==> src/rtl/vec_field_packer.sv <==
// rtl/vec_field_packer.sv - packs six 5-bit fields plus a tail into a word and streams it out as four bytes
module vec_field_packer #(
  parameter logic [1:0] TAIL = 2'b11
) (
  input  logic       clk,
  input  logic       rst_n,
  input  logic       clear,
  input  logic       in_valid,
  output logic       in_ready,
  input  logic [4:0] in_data,
  output logic       out_valid,
  input  logic       out_ready,
  output logic [7:0] out_data,
  output logic       out_last,
  output logic       busy
);

  typedef enum logic {
    COLLECT = 1'b0,
    EMIT    = 1'b1
  } state_t;

  state_t      state;
  state_t      state_nxt;
  logic [2:0]  fcnt;
  logic [1:0]  bcnt;
  logic [29:0] acc;
  logic [31:0] word;
  logic        in_fire;
  logic        out_fire;
  logic        last_field;
  logic        last_byte;
  logic [7:0]  byte_sel;

  assign in_fire    = in_valid & in_ready;
  assign out_fire   = out_valid & out_ready;
  assign last_field = (fcnt == 3'd5);
  assign last_byte  = (bcnt == 2'd3);

  // State register; reset abandons any word in flight.
  always_ff @(posedge clk or negedge rst_n) begin
    if (!rst_n) begin
      state <= COLLECT;
    end else begin
      state <= state_nxt;
    end
  end

  // Next state: clear wins over both handshakes.
  always_comb begin
    state_nxt = state;
    if (clear) begin
      state_nxt = COLLECT;
    end else begin
      case (state)
        COLLECT: if (in_fire && last_field) state_nxt = EMIT;
        EMIT:    if (out_fire && last_byte) state_nxt = COLLECT;
        default: state_nxt = COLLECT;
      endcase
    end
  end

  // Byte select, most-significant byte first.
  always_comb begin
    byte_sel = 8'd0;
    case (bcnt)
      2'd0: byte_sel = word[31:24];
      2'd1: byte_sel = word[23:16];
      2'd2: byte_sel = word[15:8];
      2'd3: byte_sel = word[7:0];
      default: byte_sel = 8'd0;
    endcase
  end

  // Outputs are pure decodes of registered state, so the two streams never couple combinationally.
  always_comb begin
    in_ready  = (state == COLLECT);
    out_valid = (state == EMIT);
    out_data  = 8'd0;
    out_last  = 1'b0;
    if (state == EMIT) begin
      out_data = byte_sel;
      out_last = last_byte;
    end
    busy = (state != COLLECT) || (fcnt != 3'd0);
  end

  // Field accumulator; the sixth field snapshots the full word with the tail appended.
  always_ff @(posedge clk or negedge rst_n) begin
    if (!rst_n) begin
      fcnt <= 3'd0;
      acc  <= 30'd0;
      word <= 32'd0;
    end else if (clear) begin
      fcnt <= 3'd0;
      acc  <= 30'd0;
    end else if (in_fire) begin
      acc <= {acc[24:0], in_data};
      if (last_field) begin
        word <= {acc[24:0], in_data, TAIL};
        fcnt <= 3'd0;
      end else begin
        fcnt <= fcnt + 3'd1;
      end
    end
  end

  // Byte counter: restarts when a new word is latched, advances on each accepted byte.
  always_ff @(posedge clk or negedge rst_n) begin
    if (!rst_n) begin
      bcnt <= 2'd0;
    end else if (clear) begin
      bcnt <= 2'd0;
    end else if (in_fire && last_field) begin
      bcnt <= 2'd0;
    end else if (out_fire) begin
      if (last_byte) begin
        bcnt <= 2'd0;
      end else begin
        bcnt <= bcnt + 2'd1;
      end
    end
  end

endmodule

==> config.mk <==
export PLATFORM = sky130hd
export DESIGN_NAME = vec_field_packer
export DESIGN_NICKNAME = d
export VERILOG_FILES = /design/src/rtl/vec_field_packer.sv
export SDC_FILE = /design/constraint.sdc
export NUM_CORES = 1
export LEC_CHECK = 0
export CAP_MARGIN = 5
export CORE_ASPECT_RATIO = 0.5
export CORE_MARGIN = 4
export CORE_UTILIZATION = 57
export CTS_BUF_LIST = sky130_fd_sc_hd__clkbuf_16
export DETAILED_ROUTE_END_ITERATION = 8
export MAX_ROUTING_LAYER = met4
export PLACE_DENSITY = 0.9
export SYNTH_ARGS = -nofsm -noshare
export SYNTH_HDL_FRONTEND = slang
export SYNTH_SLANG_ARGS = --single-unit
==> constraint.sdc <==
create_clock -name clk -period 2.1 [get_ports clk]
set_input_delay 0.42 -clock clk [delete_from_list [all_inputs] [get_ports clk]]
set_output_delay 0.42 -clock clk [all_outputs]
set_load 0.02 [all_outputs]
==> run_results.csv <==
group,metric,value,unit
clocking,postCtsHoldBufs,0,
detailed_routing,wl_per_cell,21.96,µm
pwr,intPower,2.164,mW
pwr,power.switching,0.6127,mW
pwr,leakage,1.662,nW
run_status,status,"finished with violations",
global_routing,grt_antenna_before_repair,0,
worst_setup_path,crit_arrival,1.71,ns
global_routing,grt_start_max_net_pins,63,
cells_and_area,most-common-layout-cells,"dfrtp_1, nand2_1, a21oi_1, mux2_4, buf_4",
floorplan,rows,17,
clocking,path_clk_slew,0.05,ns
pwr,power_per_cell_area,798.2,mW/mm²
clocking,cts.sinks,62,
global_routing,grt_usage,27.02,%
yosys,synth_top_flop_cell,"dfrtp_1",
detailed_routing,postRouteAntennaNets,0,
worst_setup_path,cp_slowest_cell,"dfrtp_2",
timing,period_needed,2.134,ns
worst_setup_path,setup.worst_path.start_class,"flop",
timing,postLayoutSetupSlackWorst,-0.03382,ns
yosys,synthTopCellsByArea,"dfrtp_1, mux2_4, nand2_1, a21oi_1, a222oi_1",
cells_and_area,mostFrequentLayoutCell,"dfrtp_1",
floorplan,io_pins,22,
pwr,p_seq_share,44.5,%
yosys,synth_nets,258,
detailed_routing,finalWirelength,7533,µm
floorplan,die_area,0.006191,mm²
pwr,p_clk_share,50.7,%
worst_setup_path,critPathCaptureType,"output pin",
detailed_routing,vias,2147,
floorplan,initial_utilization,61.50,%
detailed_routing,vias_per_cell,6.259,
worst_setup_path,path_max_fanout,8,
clocking,htreeDepth,3,
clocking,cts_root_buffer,"clkbuf_16",
floorplan,die_height,57.67,µm
yosys,synth_edf_count,0,
worst_setup_path,r2r_cells,4,
place,gp_congestion,0.8400,
worst_setup_path,worstPathRequired,1.68,ns
yosys,yosys_warnings,0,
hold_path,worstHoldPathType,"in -> async",
yosys,synth_top_area_share,55.16,%
worst_setup_path,crit_chain,"ha_4 > a222oi_1 > a21oi_1 > buf_2",
cells_and_area,utilization,76.06,%
timing,worst_hold_slack,0.09626,ns
clocking,cts_made_buffers,9,
yosys,synth_area,0.002813,mm²
cells_and_area,insertedDiodeCount,0,
timing,finalHoldViolCount,0,
clocking,cts_tree,"built",
clocking,clock_latency,0.33,ns
yosys,yosysTopAreaCell,"dfrtp_1",
floorplan,core,0.004573,mm²
place,dp_hpwl,4079,µm
place,port_buffers,21,
pwr,combPwrFrac,4.8,%
pwr,switching_share,22.07,%
global_routing,first_global_vias,2211,
yosys,ys_types,27,
global_routing,grt_pass1_wl,12010,µm
timing,fmax,468.6,MHz
cells_and_area,syn2layout_area_growth,23.67,%
timing,relSlewSlack,75.02,%
detailed_routing,first_pass_iters,6,
timing,drv_slew,0,
floorplan,die_x,107.3,µm
job,drv_cap,0,
timing,tightest_slew,0.3747,ns
timing,finalCritPeriodShare,101.6,%
worst_setup_path,path_class,"reg -> out",
timing,skew,0.006284,ns
detailed_routing,drt_iter0_markers,280,
yosys,synthArstFlopShare,100.0,%
run_status,violations,"setup timing",
yosys,postSynthCellCount,244,
clocking,cts.path.max_buffers,2,
yosys,syn_area_per_cell,11.53,µm²
timing,rsz0062_at_grt,"true",
global_routing,grt_overflow,0,
yosys,ys_ff_latch,62,
detailed_routing,drc,0,
timing,finalSetupViolations,6,
pwr,ir_drop,0.4129,mV
worst_setup_path,slowest_delay,0.47,ns
cells_and_area,nNetsFinal,287,
yosys,ys_seq_area_share,55.16,%
cells_and_area,drive_gt1_share,31.05,%
-- worst max-delay path: cells and delay by family, from the launching register on --
kind	cells	cell delay [ns]
flip-flops	1	0.47
AO/OA/AOI/OAI	2	0.52
buffers and inverters	1	0.17
adder cells (fa/ha/maj)	1	0.22
-- stage by stage --
stage | instance area [µm²] | TNS, ns | total power, mW | cells | setup WS (ns)
3_3_place_gp | 3112 | -0.7808 | 1.375 | 323 | -0.1342
4_1_cts | 3458 | -0.04646 | 2.770 | 341 | -0.02843
2_1_floorplan | 2813 | 0 | 1.307 | 244 | 0.2163
6_report | 3478 | -0.1512 | 2.776 | 343 | -0.03382
5_1_grt | 3478 | -0.5459 | 2.859 | 343 | -0.1215
3_5_place_dp | 3112 | -1.632 | 1.382 | 323 | -0.2502
-- state kept, by name (all words and copies together), names as in the netlist --
register / cells
acc: 25
fcnt: 3
word: 31
out_valid: 1
bcnt: 2
-- Yosys cell counts (2+ instances only) --
master     n
a21oi_1   37
a222oi_1   6
a22oi_1    2
buf_2      6
buf_6      3
clkbuf_1   8
dfrtp_1   62
ha_1       4
inv_1      4
mux2_4    29
mux2i_1    2
nand2_1   54
nand2b_1   2
nor2_1     4
nor3_1     2
o21ai_0    8
-- power groups by stage --
stage | combinational (mW) | sequential [mW] | clock, mW
finish | 0.134 | 1.24 | 1.41
global route | 0.146 | 1.24 | 1.48
CTS | 0.133 | 1.23 | 1.40
detailed placement | 0.129 | 1.25 | 0
global placement | 0.124 | 1.25 | 0
floorplan | 0.0602 | 1.25 | 0
-- logic make-up (layout without fill, tap and decap cells) --
| family | Yosys count | count (layout) | synth area share (%) |
|---|---|---|---|
| DFF | 62 | 62 | 55.16 |
| muxes | 32 | 32 | 16.59 |
| xor gates and xnor gates | 1 | 1 | 0.3114 |
| AOI/OAI and AO/OA | 54 | 54 | 11.03 |
| buffers and inverters | 21 | 54 | 3.870 |
| adders and majority gates | 4 | 4 | 1.779 |
| and+or+nand+nor | 70 | 70 | 11.25 |
-- worst paths after layout --
check	slack (ns)	to	startpoint
max in group asynchronous	1.72	bcnt[1]	rst_n
min in group clk	0.52	word[28]	acc[21]
hold reg to reg	0.52	word[28]	acc[21]
setup reg to reg	0.52	fcnt[2]	out_valid
hold / removal	0.1	fcnt[0]	rst_n
setup / recovery	-0.03	out_data[2]	bcnt[0]
-- cell type report --
| class | count | area (µm²) |
|---|---|---|
| flip-flops and latches | 62 | 1555 |
| multi-input cells | 161 | 1229 |
| fillers | 230 | 1095 |
| repair buffers | 34 | 301.5 |
| clock buffers | 9 | 225.2 |
| well taps | 66 | 82.58 |
| clock inverters | 6 | 55.05 |
| inverters | 4 | 22.52 |
| repair inverters | 1 | 7.507 |
-- metal layers --
| metal | GRT usage (%) | vias to the layer above | wire length (µm) |
|---|---|---|---|
| met5 | - | - | 0 |
| met4 | 9.353 | 0 | 189 |
| met3 | 8.788 | 24 | 811 |
| met2 | 42.93 | 169 | 3602 |
| met1 | 33.11 | 1058 | 2931 |
| li1 | - | 896 | - |
-- timing repair --
| action | in CTS | in global routing |
|---|---|---|
| cloned | 1 | 0 |
| pin swaps | 9 | 10 |
| resized for setup | 61 | 6 |
| setup endpoints to repair | 12 | 9 |
| setup buffers | 2 | 2 |
Note: power is estimated with default switching activity, not from simulation.
